### src/rtl/inst_axi_rbridge.sv
// Instruction-fetch SRAM-like port to AXI4 read bridge with one outstanding single-beat fetch.
// Define INST_BRIDGE_RDATA_BUF_EN to register returned data and present it one cycle later (RET state).
module inst_axi_rbridge #(
    parameter logic [3:0] ARID_VAL = 4'h0
) (
    input  logic        clk,
    input  logic        reset,

    input  logic        inst_sram_req,
    input  logic [3:0]  inst_sram_wen,
    input  logic [31:0] inst_sram_addr,
    input  logic [31:0] inst_sram_wdata,
    output logic        inst_sram_addr_ok,
    output logic        inst_sram_data_ok,
    output logic [31:0] inst_sram_rdata,

    output logic [3:0]  arid,
    output logic [31:0] araddr,
    output logic [7:0]  arlen,
    output logic [2:0]  arsize,
    output logic [1:0]  arburst,
    output logic [1:0]  arlock,
    output logic [3:0]  arcache,
    output logic [2:0]  arprot,
    output logic        arvalid,
    input  logic        arready,

    input  logic [3:0]  rid,
    input  logic [31:0] rdata,
    input  logic [1:0]  rresp,
    input  logic        rlast,
    input  logic        rvalid,
    output logic        rready
);

`ifdef INST_BRIDGE_RDATA_BUF_EN
    typedef enum logic [1:0] {S_IDLE = 2'd0, S_AR = 2'd1, S_R = 2'd2, S_RET = 2'd3} state_e;
`else
    typedef enum logic [1:0] {S_IDLE = 2'd0, S_AR = 2'd1, S_R = 2'd2} state_e;
`endif

    state_e      state_q;
    logic [31:0] addr_q;
    logic        beat_hit;
    logic        unused_ok;

    // Beats tagged with a foreign ID are consumed but never answered.
    assign beat_hit = (state_q == S_R) && rvalid && (rid == ARID_VAL);

    // NOTE: all state below uses non-blocking assignments so every register sees pre-edge values.
    always_ff @(posedge clk) begin
        if (reset) begin
            state_q <= S_IDLE;
            addr_q  <= '0;
        end else begin
            case (state_q)
                S_IDLE: begin
                    if (inst_sram_req) begin
                        addr_q  <= inst_sram_addr;
                        state_q <= S_AR;
                    end
                end
                S_AR: begin
                    if (arready) begin
                        state_q <= S_R;
                    end
                end
                S_R: begin
                    if (beat_hit) begin
`ifdef INST_BRIDGE_RDATA_BUF_EN
                        state_q <= S_RET;
`else
                        state_q <= S_IDLE;
`endif
                    end
                end
`ifdef INST_BRIDGE_RDATA_BUF_EN
                S_RET: begin
                    state_q <= S_IDLE;
                end
`endif
                default: begin
                    state_q <= S_IDLE;
                end
            endcase
        end
    end

`ifdef INST_BRIDGE_RDATA_BUF_EN
    logic [31:0] rbuf_q;

    always_ff @(posedge clk) begin
        if (reset) begin
            rbuf_q <= '0;
        end else if (beat_hit) begin
            rbuf_q <= rdata;
        end
    end

    assign inst_sram_data_ok = (state_q == S_RET) && !reset;
    assign inst_sram_rdata   = inst_sram_data_ok ? rbuf_q : '0;
`else
    assign inst_sram_data_ok = beat_hit && !reset;
    assign inst_sram_rdata   = inst_sram_data_ok ? rdata : '0;
`endif

    // NOTE: reset is synchronous, so the decoded handshakes are also masked by reset to stay quiet during the first reset cycle.
    assign inst_sram_addr_ok = inst_sram_req && (state_q == S_IDLE) && !reset;
    assign arvalid           = (state_q == S_AR) && !reset;
    assign rready            = (state_q == S_R) && !reset;

    assign arid    = ARID_VAL;
    assign araddr  = addr_q;
    assign arlen   = 8'h00;
    assign arsize  = 3'b010;
    assign arburst = 2'b01;
    assign arlock  = 2'b00;
    assign arcache = 4'h0;
    assign arprot  = 3'b000;

    // Fetches are always reads; write fields and response status carry no meaning here.
    assign unused_ok = &{1'b0, inst_sram_wen, inst_sram_wdata, rresp, rlast};

endmodule

### config.mk
export PLATFORM = sky130hd
export DESIGN_NAME = inst_axi_rbridge
export DESIGN_NICKNAME = d
export VERILOG_FILES = /design/src/rtl/inst_axi_rbridge.sv
export SDC_FILE = /design/constraint.sdc
export NUM_CORES = 1
export LEC_CHECK = 0
export ABC_AREA = 1
export BUFFER_PORTS_ARGS = -buffer_cell sky130_fd_sc_hd__buf_2
export CAP_MARGIN = 20
export CORE_AREA = 2 2 80 82
export CTS_CLUSTER_SIZE = 10
export DETAILED_ROUTE_END_ITERATION = 8
export DIE_AREA = 0 0 82 84
export PLACE_DENSITY = 0.85
export SYNTH_ARGS = -nofsm -noshare
export SYNTH_HDL_FRONTEND = slang
export SYNTH_SLANG_ARGS = --single-unit
### constraint.sdc
create_clock -name clk -period 1.35 [get_ports clk]
set_input_delay 0.405 -clock clk [delete_from_list [all_inputs] [get_ports clk]]
set_output_delay 0.405 -clock clk [all_outputs]
set_load 0.005 [all_outputs]
==> run_summary.xml <==
<?xml version="1.0" encoding="UTF-8"?>
<metrics>
  <group name="clock_tree">
    <metric name="cts_hold_buf" unit="">0</metric>
    <metric name="clockRootBuffer" unit="">clkbuf_8</metric>
    <metric name="clk_transition_reported_paths" unit="ns">0.06</metric>
    <metric name="cts-htree-levels" unit="">2</metric>
    <metric name="cts_buffer_depth" unit="">2</metric>
    <metric name="tritoncts.num_buffers" unit="">5</metric>
    <metric name="tritoncts" unit="">built</metric>
    <metric name="cts_sinks" unit="">34</metric>
    <metric name="clock_insertion_delay_worst_skew" unit="ns">0.28</metric>
  </group>
  <group name="global_routing">
    <metric name="grt_antenna_before_repair" unit="">1</metric>
    <metric name="globalRouteOverflowTotal" unit="">0</metric>
    <metric name="track_usage" unit="">0.137</metric>
    <metric name="global_route_wire_length_before_repair" unit="um">7380</metric>
    <metric name="first_global_vias" unit="">1755</metric>
    <metric name="grt_max_degree" unit="">34</metric>
  </group>
  <group name="yosys">
    <metric name="leading_post_synthesis_cells_by_cell_area" unit="">dfxtp_1 39%, nor2_1 19%, buf_4 12%</metric>
    <metric name="synth-seq-cells" unit="">34</metric>
    <metric name="netlist_instances" unit="">262</metric>
    <metric name="yosysTopAreaCellShare" unit="">0.386</metric>
    <metric name="synth-edff-count" unit="">0</metric>
    <metric name="yosys.cell_types.count" unit="">17</metric>
    <metric name="share_of_the_yosys_chip_area_belonging_to_registers" unit="">0.386</metric>
    <metric name="yosys-top-cells-count" unit="">91 x nor2_1, 41 x inv_1, 34 x dfxtp_1</metric>
    <metric name="post-synth-top-area-cell" unit="">dfxtp_1</metric>
    <metric name="post_synthesis_mean_instance_area" unit="um^2">6.74</metric>
    <metric name="synth-async-reset-ratio" unit="">0</metric>
    <metric name="synth_top_flop_cell" unit="">dfxtp_1</metric>
    <metric name="yosys_warnings" unit="">0</metric>
    <metric name="synth_most_common_cell" unit="">nor2_1</metric>
    <metric name="netlist_area" unit="um^2">1770</metric>
  </group>
  <group name="sta">
    <metric name="setup_total_negative_slack" unit="ns">-12.82</metric>
    <metric name="timing.final.setup_violations" unit="">36</metric>
    <metric name="hold-worst-slack" unit="ns">0.360</metric>
    <metric name="finalHoldViolations" unit="">0</metric>
    <metric name="fin_crit_sh" unit="">1.29</metric>
    <metric name="minimum_clock_period_after_layout" unit="ns">1.74</metric>
    <metric name="timing.final.max_slew_violations" unit="">0</metric>
    <metric name="setup_repair_after_global_routing_missed_its_margin" unit="">true</metric>
    <metric name="fmax" unit="MHz">575</metric>
    <metric name="final_worst_slack" unit="ns">-0.390</metric>
    <metric name="skew" unit="ns">0.00375</metric>
  </group>
  <group name="placed_design">
    <metric name="port_buffers" unit="">140</metric>
    <metric name="dpl_worst_slack" unit="ns">-0.265</metric>
    <metric name="place.detailed.hpwl" unit="um">3960</metric>
    <metric name="globalplace.congestion" unit="">0.704</metric>
    <metric name="place.detailed.instances" unit="">475</metric>
  </group>
  <group name="worst_setup_path">
    <metric name="critical_path.cell_chain" unit="">inv_2 &gt; nand2_4 &gt; nor2_4 &gt; nand3_4 &gt; buf_12 &gt; nor2_2 &gt; buf_2</metric>
    <metric name="worst-setup-path-type" unit="">flop to output pin</metric>
    <metric name="cell_family_contributing_the_most_delay_on_the_critical_path" unit="">simple AND/OR/NAND/NOR gates</metric>
    <metric name="required" unit="ns">0.95</metric>
    <metric name="cp_slowest_stage_delay" unit="ns">0.32</metric>
    <metric name="crit_path_end_kind" unit="">output pin</metric>
    <metric name="r2r_setup_slack" unit="ns">0.04</metric>
    <metric name="cp-start-kind" unit="">flop</metric>
    <metric name="arrival" unit="ns">1.34</metric>
    <metric name="critical_path_buf_inv_count" unit="">3</metric>
    <metric name="crit_path_top_delay_cell" unit="">dfxtp_2</metric>
    <metric name="critical_path.max_fanout" unit="">33</metric>
  </group>
  <group name="floorplan">
    <metric name="chipHeight" unit="um">84</metric>
    <metric name="floorplan.io_pins" unit="">206</metric>
    <metric name="floorplan.core_area" unit="um^2">6100</metric>
    <metric name="die_w" unit="um">82</metric>
    <metric name="core.rowCount" unit="">29</metric>
    <metric name="die_area" unit="um^2">6890</metric>
    <metric name="start_util" unit="">0.290</metric>
  </group>
  <group name="pwr">
    <metric name="power.leakage" unit="nW">1.63</metric>
    <metric name="vdd_drop_max" unit="V">0.000865</metric>
    <metric name="cellPowerDensity" unit="nW/um^2">980</metric>
  </group>
  <group name="routing">
    <metric name="routed_via_density" unit="">4.12</metric>
    <metric name="drc" unit="">0</metric>
    <metric name="detail_route.first_pass.iterations" unit="">4</metric>
    <metric name="antenna_violating_nets_post_route" unit="">0</metric>
    <metric name="wire_per_inst" unit="um">10.2</metric>
    <metric name="vias" unit="">1997</metric>
    <metric name="totalWireLength" unit="um">4930</metric>
    <metric name="first_iter_violations" unit="">15</metric>
  </group>
  <group name="cells_and_area">
    <metric name="final_net_count" unit="">519</metric>
    <metric name="final_cells" unit="">485</metric>
    <metric name="area_delta_synth_final" unit="%">52.4</metric>
    <metric name="layout-drive-gt1-share" unit="">0.472</metric>
  </group>
  <group name="worst_hold_path">
    <metric name="hold_class" unit="">input port to flop</metric>
  </group>
  <group name="outcome">
    <metric name="violations" unit="">negative setup slack</metric>
    <metric name="run_status" unit="">complete, but fails checks</metric>
  </group>
  <group name="flow_run">
    <metric name="maxCapViolations" unit="">0</metric>
  </group>
</metrics>
==> area by class of cell <==
type | count | area, um^2
Tap cell | 77 | 96.3
Multi-Input combinational cell | 172 | 801
Timing Repair Buffer | 152 | 836
Fill cell | 630 | 3400
Clock inverter | 1 | 30.0
Clock buffer | 6 | 82.6
Inverter | 42 | 160
Sequential cell | 34 | 683
Antenna cell | 1 | 2.50
==> power breakdown <==
group	internal, W	total [W]	switching, W	leakage, nW
registers	0.00110	0.00115	0.0000470	0.283
clock network	0.000590	0.000929	0.000339	0.0573
logic	0.000270	0.000559	0.000289	1.29
==> metrics by stage <==
step / total power [W] / area (um^2) / util
after floorplan: 0.00147 / 1880 / -
after global placement: 0.00168 / 2510 / 0.412
after detailed placement: 0.00170 / 2510 / 0.412
after CTS: 0.00265 / 2670 / 0.437
after global routing: 0.00279 / 2690 / 0.441
final: 0.00264 / 2690 / 0.442
==> timing repair <==
item	CTS	global route
pin swaps	2	2
gates resized for setup	13	27
setup buffers	2	2
endpoints found under the hold margin	0	0
setup endpoints to repair	36	60
==> tightest hold or removal path: cells and delay by family <==
kind / cells / cell delay (ns)
and+or+nand+nor: 1 / 0.07
AOI/OAI and AO/OA: 1 / 0.05
buffers and inverters: 1 / 0.07
==> worst paths after layout <==
kind | start | end | cells past startpoint
max reg2reg | state_q[1] | araddr[6] | 7
min | inst_sram_addr[16] | araddr[16] | 3
min reg2reg | araddr[4] | araddr[4] | 2
max | state_q[0] | inst_sram_rdata[4] | 7
==> kinds of logic (layout without fill, tap and decap cells) <==
family          after synthesis  in the layout  share of synthesized area
buf+inv                      80            201                      0.247
other cells                   2             27                    0.00425
simple gates                113            113                      0.270
compound gates               33             33                     0.0935
flops                        34             34                      0.386
==> layer usage <==
metal | global-route usage | up-vias | share of wire
met5 | 0 | - | 0
met4 | 0.0409 | 0 | 0.0077
met3 | 0.0563 | 4 | 0.12
met2 | 0.265 | 100 | 0.54
met1 | 0.125 | 883 | 0.33
li1 | - | 1010 | -
==> cell usage in the layout (no fill, tap or decap), drive strengths merged <==
cell type  count
nand2          9
inv           42
nand3          1
clkbuf         6
o21ai         32
conb          26
bufinv         1
nor2         102
dfxtp         34
a21oi          1
buf          152
nor3           1
diode          1
==> sequential cells by signal, indices dropped and copies added, names as in the netlist <==
signal and count:
state_q 2, araddr 32
Note: power is estimated with default switching activity, not from simulation.
